[src/rtl/clock_time_ctrl.sv]
// clock_time_ctrl: hour/minute/second timekeeping with a three-state
// time-setting mode driven by two debounced keys. It also produces a
// registered active-low clear for the seconds divider.
module clock_time_ctrl #(
    parameter int H_MOD = 24,
    parameter int M_MOD = 60
) (
    input  logic       CLK_50M,
    input  logic       nCLR,
    input  logic       TICK,
    input  logic       KEY_MODE,
    input  logic       KEY_INC,
    output logic [4:0] HOUR,
    output logic [5:0] MIN,
    output logic [5:0] SEC,
    output logic [1:0] MODE,
    output logic       DIV_nCLR,
    output logic       DAY
);

    localparam logic [4:0] H_MAX = 5'(H_MOD - 1);
    localparam logic [5:0] M_MAX = 6'(M_MOD - 1);

    typedef enum logic [1:0] {
        RUN   = 2'd0,
        SET_H = 2'd1,
        SET_M = 2'd2
    } state_t;

    // Wrapping increment; compares first so no stored value ever reaches the modulus.
    function automatic logic [4:0] incWrap5(input logic [4:0] value, input logic [4:0] maxValue);
        if (value >= maxValue) begin
            return 5'd0;
        end else begin
            return value + 5'd1;
        end
    endfunction

    function automatic logic [5:0] incWrap6(input logic [5:0] value, input logic [5:0] maxValue);
        if (value >= maxValue) begin
            return 6'd0;
        end else begin
            return value + 6'd1;
        end
    endfunction

    state_t     state_r;
    state_t     nextState_s;
    logic       tickPrev_r;
    logic       modePrev_r;
    logic       incPrev_r;
    logic       tickEv_s;
    logic       modeEv_s;
    logic       incEv_s;
    logic [4:0] hour_r;
    logic [5:0] min_r;
    logic [5:0] sec_r;
    logic       day_r;
    logic       divNclr_r;
    logic [4:0] hourNext_s;
    logic [5:0] minNext_s;
    logic [5:0] secNext_s;
    logic       dayNext_s;
    logic       divNclrNext_s;

    // Prev registers reset high, so a level held across reset release is not an event.
    assign tickEv_s = TICK     & ~tickPrev_r;
    assign modeEv_s = KEY_MODE & ~modePrev_r;
    assign incEv_s  = KEY_INC  & ~incPrev_r;

    // Edge-detect history for the three synchronous inputs.
    always_ff @(posedge CLK_50M) begin
        if (!nCLR) begin
            tickPrev_r <= 1'b1;
            modePrev_r <= 1'b1;
            incPrev_r  <= 1'b1;
        end else begin
            tickPrev_r <= TICK;
            modePrev_r <= KEY_MODE;
            incPrev_r  <= KEY_INC;
        end
    end

    // Mode state register.
    always_ff @(posedge CLK_50M) begin
        if (!nCLR) begin
            state_r <= RUN;
        end else begin
            state_r <= nextState_s;
        end
    end

    // Mode key cycles RUN -> SET_H -> SET_M -> RUN.
    always_comb begin
        nextState_s = state_r;
        case (state_r)
            RUN:     if (modeEv_s) nextState_s = SET_H; else nextState_s = RUN;
            SET_H:   if (modeEv_s) nextState_s = SET_M; else nextState_s = SET_H;
            SET_M:   if (modeEv_s) nextState_s = RUN;   else nextState_s = SET_M;
            default: nextState_s = RUN;
        endcase
    end

    // Divider runs only while the next state is RUN; registered to align with MODE.
    always_comb begin
        divNclrNext_s = 1'b0;
        if (nextState_s == RUN) begin
            divNclrNext_s = 1'b1;
        end else begin
            divNclrNext_s = 1'b0;
        end
    end

    // Counter update: full carry chain in RUN, carry-free setting in SET_H/SET_M.
    // A mode event in the same cycle as an increment event discards the increment.
    always_comb begin
        hourNext_s = hour_r;
        minNext_s  = min_r;
        secNext_s  = sec_r;
        dayNext_s  = 1'b0;
        case (state_r)
            RUN: begin
                if (tickEv_s) begin
                    secNext_s = incWrap6(sec_r, M_MAX);
                    if (sec_r >= M_MAX) begin
                        minNext_s = incWrap6(min_r, M_MAX);
                        if (min_r >= M_MAX) begin
                            hourNext_s = incWrap5(hour_r, H_MAX);
                            if (hour_r >= H_MAX) begin
                                dayNext_s = 1'b1;
                            end else begin
                                dayNext_s = 1'b0;
                            end
                        end else begin
                            hourNext_s = hour_r;
                        end
                    end else begin
                        minNext_s = min_r;
                    end
                end else begin
                    secNext_s = sec_r;
                end
            end
            SET_H: begin
                if (incEv_s && !modeEv_s) begin
                    hourNext_s = incWrap5(hour_r, H_MAX);
                end else begin
                    hourNext_s = hour_r;
                end
            end
            SET_M: begin
                if (modeEv_s) begin
                    secNext_s = 6'd0;
                end else if (incEv_s) begin
                    minNext_s = incWrap6(min_r, M_MAX);
                end else begin
                    minNext_s = min_r;
                end
            end
            default: begin
                hourNext_s = hour_r;
            end
        endcase
    end

    // Registered counters, day pulse and divider clear.
    always_ff @(posedge CLK_50M) begin
        if (!nCLR) begin
            hour_r    <= 5'd0;
            min_r     <= 6'd0;
            sec_r     <= 6'd0;
            day_r     <= 1'b0;
            divNclr_r <= 1'b0;
        end else begin
            hour_r    <= hourNext_s;
            min_r     <= minNext_s;
            sec_r     <= secNext_s;
            day_r     <= dayNext_s;
            divNclr_r <= divNclrNext_s;
        end
    end

    assign HOUR     = hour_r;
    assign MIN      = min_r;
    assign SEC      = sec_r;
    assign MODE     = state_r;
    assign DAY      = day_r;
    assign DIV_nCLR = divNclr_r;

endmodule

[config.mk]
export PLATFORM = sky130hd
export DESIGN_NAME = clock_time_ctrl
export DESIGN_NICKNAME = d
export VERILOG_FILES = /design/src/rtl/clock_time_ctrl.sv
export SDC_FILE = /design/constraint.sdc
export NUM_CORES = 1
export LEC_CHECK = 0
export CELL_PAD_IN_SITES_DETAIL_PLACEMENT = 1
export CELL_PAD_IN_SITES_GLOBAL_PLACEMENT = 2
export CORE_UTILIZATION = 26
export CTS_CLUSTER_SIZE = 12
export DETAILED_ROUTE_END_ITERATION = 8
export GPL_TIMING_DRIVEN = 0
export PLACE_DENSITY = 0.69
export SYNTH_ARGS = -nofsm -noshare
export SYNTH_HDL_FRONTEND = slang
export SYNTH_SLANG_ARGS = --single-unit
[constraint.sdc]
create_clock -name CLK_50M -period 1.8 [get_ports CLK_50M]
set_clock_uncertainty 0.1 [all_clocks]
set_input_delay 0.18 -clock CLK_50M [delete_from_list [all_inputs] [get_ports CLK_50M]]
set_output_delay 0.18 -clock CLK_50M [all_outputs]
set_load 0.05 [all_outputs]
# [Word level (Yosys, flattened, before mapping)]
# Cells that the tools add are included.
[word_totals] wordCells=62 register_bits=24 input_bits=5 out_inout_bits=21
[op_classes] magnitude_cmp=3 addsub=3 reduce_logical=10 eq_ne=9 n_bitwise=6 mux=22
[ops] op="$mux W6" n=8
[ops] op="$mux W5" n=5
[ops] op="$pmux W6 S2" n=2
[ops] op="$reduce_and A5 Y1" n=3
[ops] op="$ne A2 B2 Y1 const B" n=7
[ops] op="$add A6 B1 Y6 const B" n=2
[ops] op="$ge A6 B6 Y1 const B" n=2
[ops] op="$pmux W5 S2" n=1
[ops] op="$pmux W2 S3" n=1
[ops] op="$add A5 B1 Y5 const B" n=1
[ops] op="$ge A5 B5 Y1 const B" n=1
[ops] op="$logic_not A2 Y1" n=2
[ops] op="$mux W2" n=2
[ops] op="$reduce_bool A2 Y1" n=2
[ops] op="$and A1 B1 Y1" n=3
[ops] op="$mux W1" n=3
[ops] op="$not A1 Y1" n=3
[ops] op="$reduce_and A3 Y1" n=1
[ops] op="$eq A2 B1 Y1 const B" n=1
[ops] op="$eq A2 B2 Y1 const B" n=1
[ops] op="$logic_and A1 B1 Y1" n=1
[ops] op="$logic_not A1 Y1" n=1

# [Depth between registers and ports, before layout]
[depth] depth_word=6 mapped_depth=7

# [Least setup slack after synthesis]
# No wires, ideal clock.
[synth_path] path_type="reg2reg" start="register sec_r[0] (netlist: SEC[0])" end="register hour_r[3] (netlist: HOUR[3])" slack_ns=-0.520 arrival_time_ns=2.104 required_ns=1.584 setup_time_ns=0.116 period_less_slack_ns=2.320 path_buffers=0 path_stages_with_launch=7 cell_sequence="dfxtp_1 > ha_1 > o2111ai_2 > or4_4 > a21oi_4 > a21oi_1 > a31o_1"
[synth_between] elab_chain_cells=3
[synth_lines] element="start: declaration" line="57" source="logic [5:0] sec_r;"
[synth_lines] element="start signal: assignment" line="177" source="sec_r <= secNext_s;"
[synth_lines] element="$ge A6 B6 Y1" line="125" source="if (sec_r >= M_MAX) begin"
[synth_lines] element="$ne A2 B2 Y1 (no line)"
[synth_lines] element="$reduce_and A5 Y1 (no line)"
[synth_lines] element="end signal: assignment" line="175" source="hour_r <= hourNext_s;"
[synth_lines] element="end: declaration" line="55" source="logic [4:0] hour_r;"
# Every way passes these cells.
# A chain may end at the register's enable or synchronous reset.

# [Final worst setup path]
[layout_path] start="register sec_r[0] (netlist: SEC[0])" end="register hour_r[4] (netlist: HOUR[4])"
# The elaborated chain is that of the path after synthesis.

==> results.yml <==
place:
  dpl_worst_slack_ps: -314
  place.port_buffers: 24
  globalplace.congestion: 0.693
  numPlacedInstances: 217
  detailed_place_hpwl_mm: 2.49
pwr:
  vdd_ir_drop_max_uv: 289
  power.density_nw_per_um2: 568
  p_total_mw: 1.02
  p_leak_nw: 0.721
timing:
  fin_crit_ps: 1900
  worst_pin_slew_ps: 552
  timing.final.ws_setup_ps: -95.1
  timing.setup.tns_ps: -587
  setup_viol: 10
  slew_headroom: 0.632
  max_freq_mhz: 528
  drv_slew: 0
  post-route-period-util: 1.05
  finalHoldViolations: 0
  rsz_0062_raised_after_global_routing: "true"
worst_setup_path:
  worst_path_largest_cell_delay_ps: 520
  worstPathBufferInverterCount: 0
  start_kind: "flop"
  critical_path_arrival_ps: 1970
  path_delay_family: "simple AND/OR/NAND/NOR gates"
  timing.critical_path.fanout_max: 7
  crit_path_cell_trace: "ha_4 > o2111ai_4 > or4_4 > a21oi_4 > nor2b_4 > o22ai_2"
  critical_path_required_ps: 1870
  crit_slowest_cell: "or4_4"
  cp-end-kind: "flop"
  worst-setup-path-type: "flop to flop"
clocking:
  tritoncts: "done"
  clock_path_buffers: 2
  clock_sink_count: 24
  clk_transition_reported_paths_ps: 90
  htree_levels: 1
  clock_latency_ps: 270
  cts_root_buf: "clkbuf_8"
  holdBufCountCts: 0
  cts_made_buffers: 3
cells_and_area:
  nNetsFinal: 186
  finish.utilization: 0.405
  layout-drive-gt1-share: 0.277
  diodes: 0
  synthToLayoutAreaGrowth_pct: 46.3
  finish.cell_count_without_fillers: 229
detailed_routing:
  post_drt_wl_per_cell_um: 15.4
  ant_nets: 0
  iteration_0_drc_count_of_the_detailed_router: 22
  detail_route.first_pass.iterations: 8
  routed_via_density: 5.04
  routed-via-count: 1154
  drc: 2
  route.final.wire_length_mm: 3.53
floorplanning:
  floorplan.die_area_um2: 5000
  num_io_pins: 26
  core_region_area_um2: 4440
  start_util: 0.276
  row_count: 24
  die_height_um: 70.7
  floorplan_die_width_um: 70.7
global_routing:
  grt_start_max_net_pins: 14
  gr-usage-all-layers: 0.152
  grt_first_pass_wirelength_mm: 6.04
  grt_antenna_before_repair: 0
  first_global_vias: 1262
  grt-ovfl-total: 0
run_status:
  outcome: "finished, violations left"
  violations: "DRC, setup timing"
logic_synthesis:
  synth_sequential_area_ratio: 0.391
  synth_ff_type: "dfxtp_1"
  largest_cells_by_area_after_synthesis: "dfxtp_1 (39%), nand2b_1 (6.1%), nand2_1 (5.5%)"
  synthDominantCellAreaShare: 0.391
  mappedNetlistNets: 149
  yosys_warnings: 0
  synth.avg_cell_area_um2: 8.71
  yosys.cell_types.count: 43
  synth.largest_area_cell: "dfxtp_1"
  post_synth_inst_count: 141
  synth_enable_flop_cells: 0
  synth-seq-cells: 24
  netlist_area_um2: 1230
  asyncSetResetFlopFracSynth: 0
worst_hold_path:
  holdCritPathClass: "primary input to flop"
job:
  maxCapViolCount: 0
==> layout make-up <==
class | count | area (µm²)
Inverter | 1 | 3.75
Buffer | 7 | 46.3
Tap cell | 52 | 65.1
Timing Repair Buffer | 32 | 302
Multi-Input combinational cell | 109 | 817
Sequential cell | 24 | 509
Fill cell | 517 | 2650
Clock buffer | 4 | 55.1
==> power breakdown <==
group / leakage (nW) / internal [mW] / switching, mW / total, mW
registers: 0.203 / 0.534 / 0.00505 / 0.539
logic: 0.490 / 0.0396 / 0.0598 / 0.0995
clock network: 0.0288 / 0.196 / 0.187 / 0.383
total: 0.721 / 0.769 / 0.252 / 1.02
==> final timing paths <==
path                             endpoint  slack, ps    from  cells after the start
worst max-delay path              HOUR[4]       -100  SEC[0]                      6
worst min-delay path            incPrev_r        150    nCLR                      2
worst max register to register    HOUR[4]       -100  SEC[0]                      6
worst min register to register     MIN[1]        420  MIN[1]                      2
==> synth_stat cells (2+ instances only) <==
master,number
dfxtp_1,24
nand2_1,18
nand2b_1,12
nand3_1,8
nor2_1,8
a21oi_1,7
nor2b_1,5
a21boi_0,4
clkbuf_1,4
ha_1,3
nand3b_1,3
o22ai_1,3
xnor2_1,3
a21o_1,2
a41o_1,2
and3_1,2
buf_2,2
nand4b_1,2
o2111ai_2,2
o21ai_0,2
or3_1,2
xor2_1,2
==> layout by cell type, fill, tap and decap left out, drive strengths merged, types with 4 or more instances in the layout <==
cell,instances
nor2,8
nand2,18
buf,11
nand3,8
a21boi,4
clkdlybuf4s50,13
nor2b,5
nand2b,12
a21oi,9
clkbuf,8
dfxtp,24
o22ai,4
dlygate4sd2,9
==> stage by stage <==
step           hold slack (ps)  instance area, µm²
3_3_place_gp               388                1610
2_1_floorplan              181                1300
4_1_cts                    157                1770
6_report                   154                1800
3_5_place_dp               414                1610
5_1_grt                    172                1800
==> kinds of logic after synthesis <==
family | synth area share
simple gates | 0.321
flops | 0.391
compound gates | 0.184
mux | 0.00815
buf+inv | 0.0295
xor+xnor | 0.0356
fa+ha+maj | 0.0306
==> flip-flops by register name, indices dropped and copies added, names as in the netlist <==
name and count:
HOUR 5, DAY 1, MIN 6, DIV_nCLR 1, tickPrev_r 1, incPrev_r 1, modePrev_r 1, SEC 6
MODE 2
==> layer usage <==
| layer | vias up | part of all wire | GRT usage |
|---|---|---|---|
| li1 | 577 | - | - |
| met1 | 552 | 0.44 | 0.173 |
| met2 | 18 | 0.52 | 0.282 |
| met3 | 7 | 0.022 | 0.0214 |
| met4 | 0 | 0.020 | 0.0644 |
| met5 | - | 0 | 0 |
==> worst register-to-register path, cell delays in order, from the launching register on <==
cell and delay (ps):
dfxtp_4 370, ha_4 150, o2111ai_4 140, or4_4 520, a21oi_4 260, nor2b_4 200, o22ai_2 60
==> what timing repair did <==
item | 4_1_cts | 5_1_grt
endpoints found under the setup margin | 20 | 18
pin swaps | 7 | 3
gates resized for setup | 25 | 9
hold endpoints to repair | 0 | 0
cloned | 1 | 0
buffers inserted | 7 | 0
No activity file was read; power rests on OpenSTA's default activity.
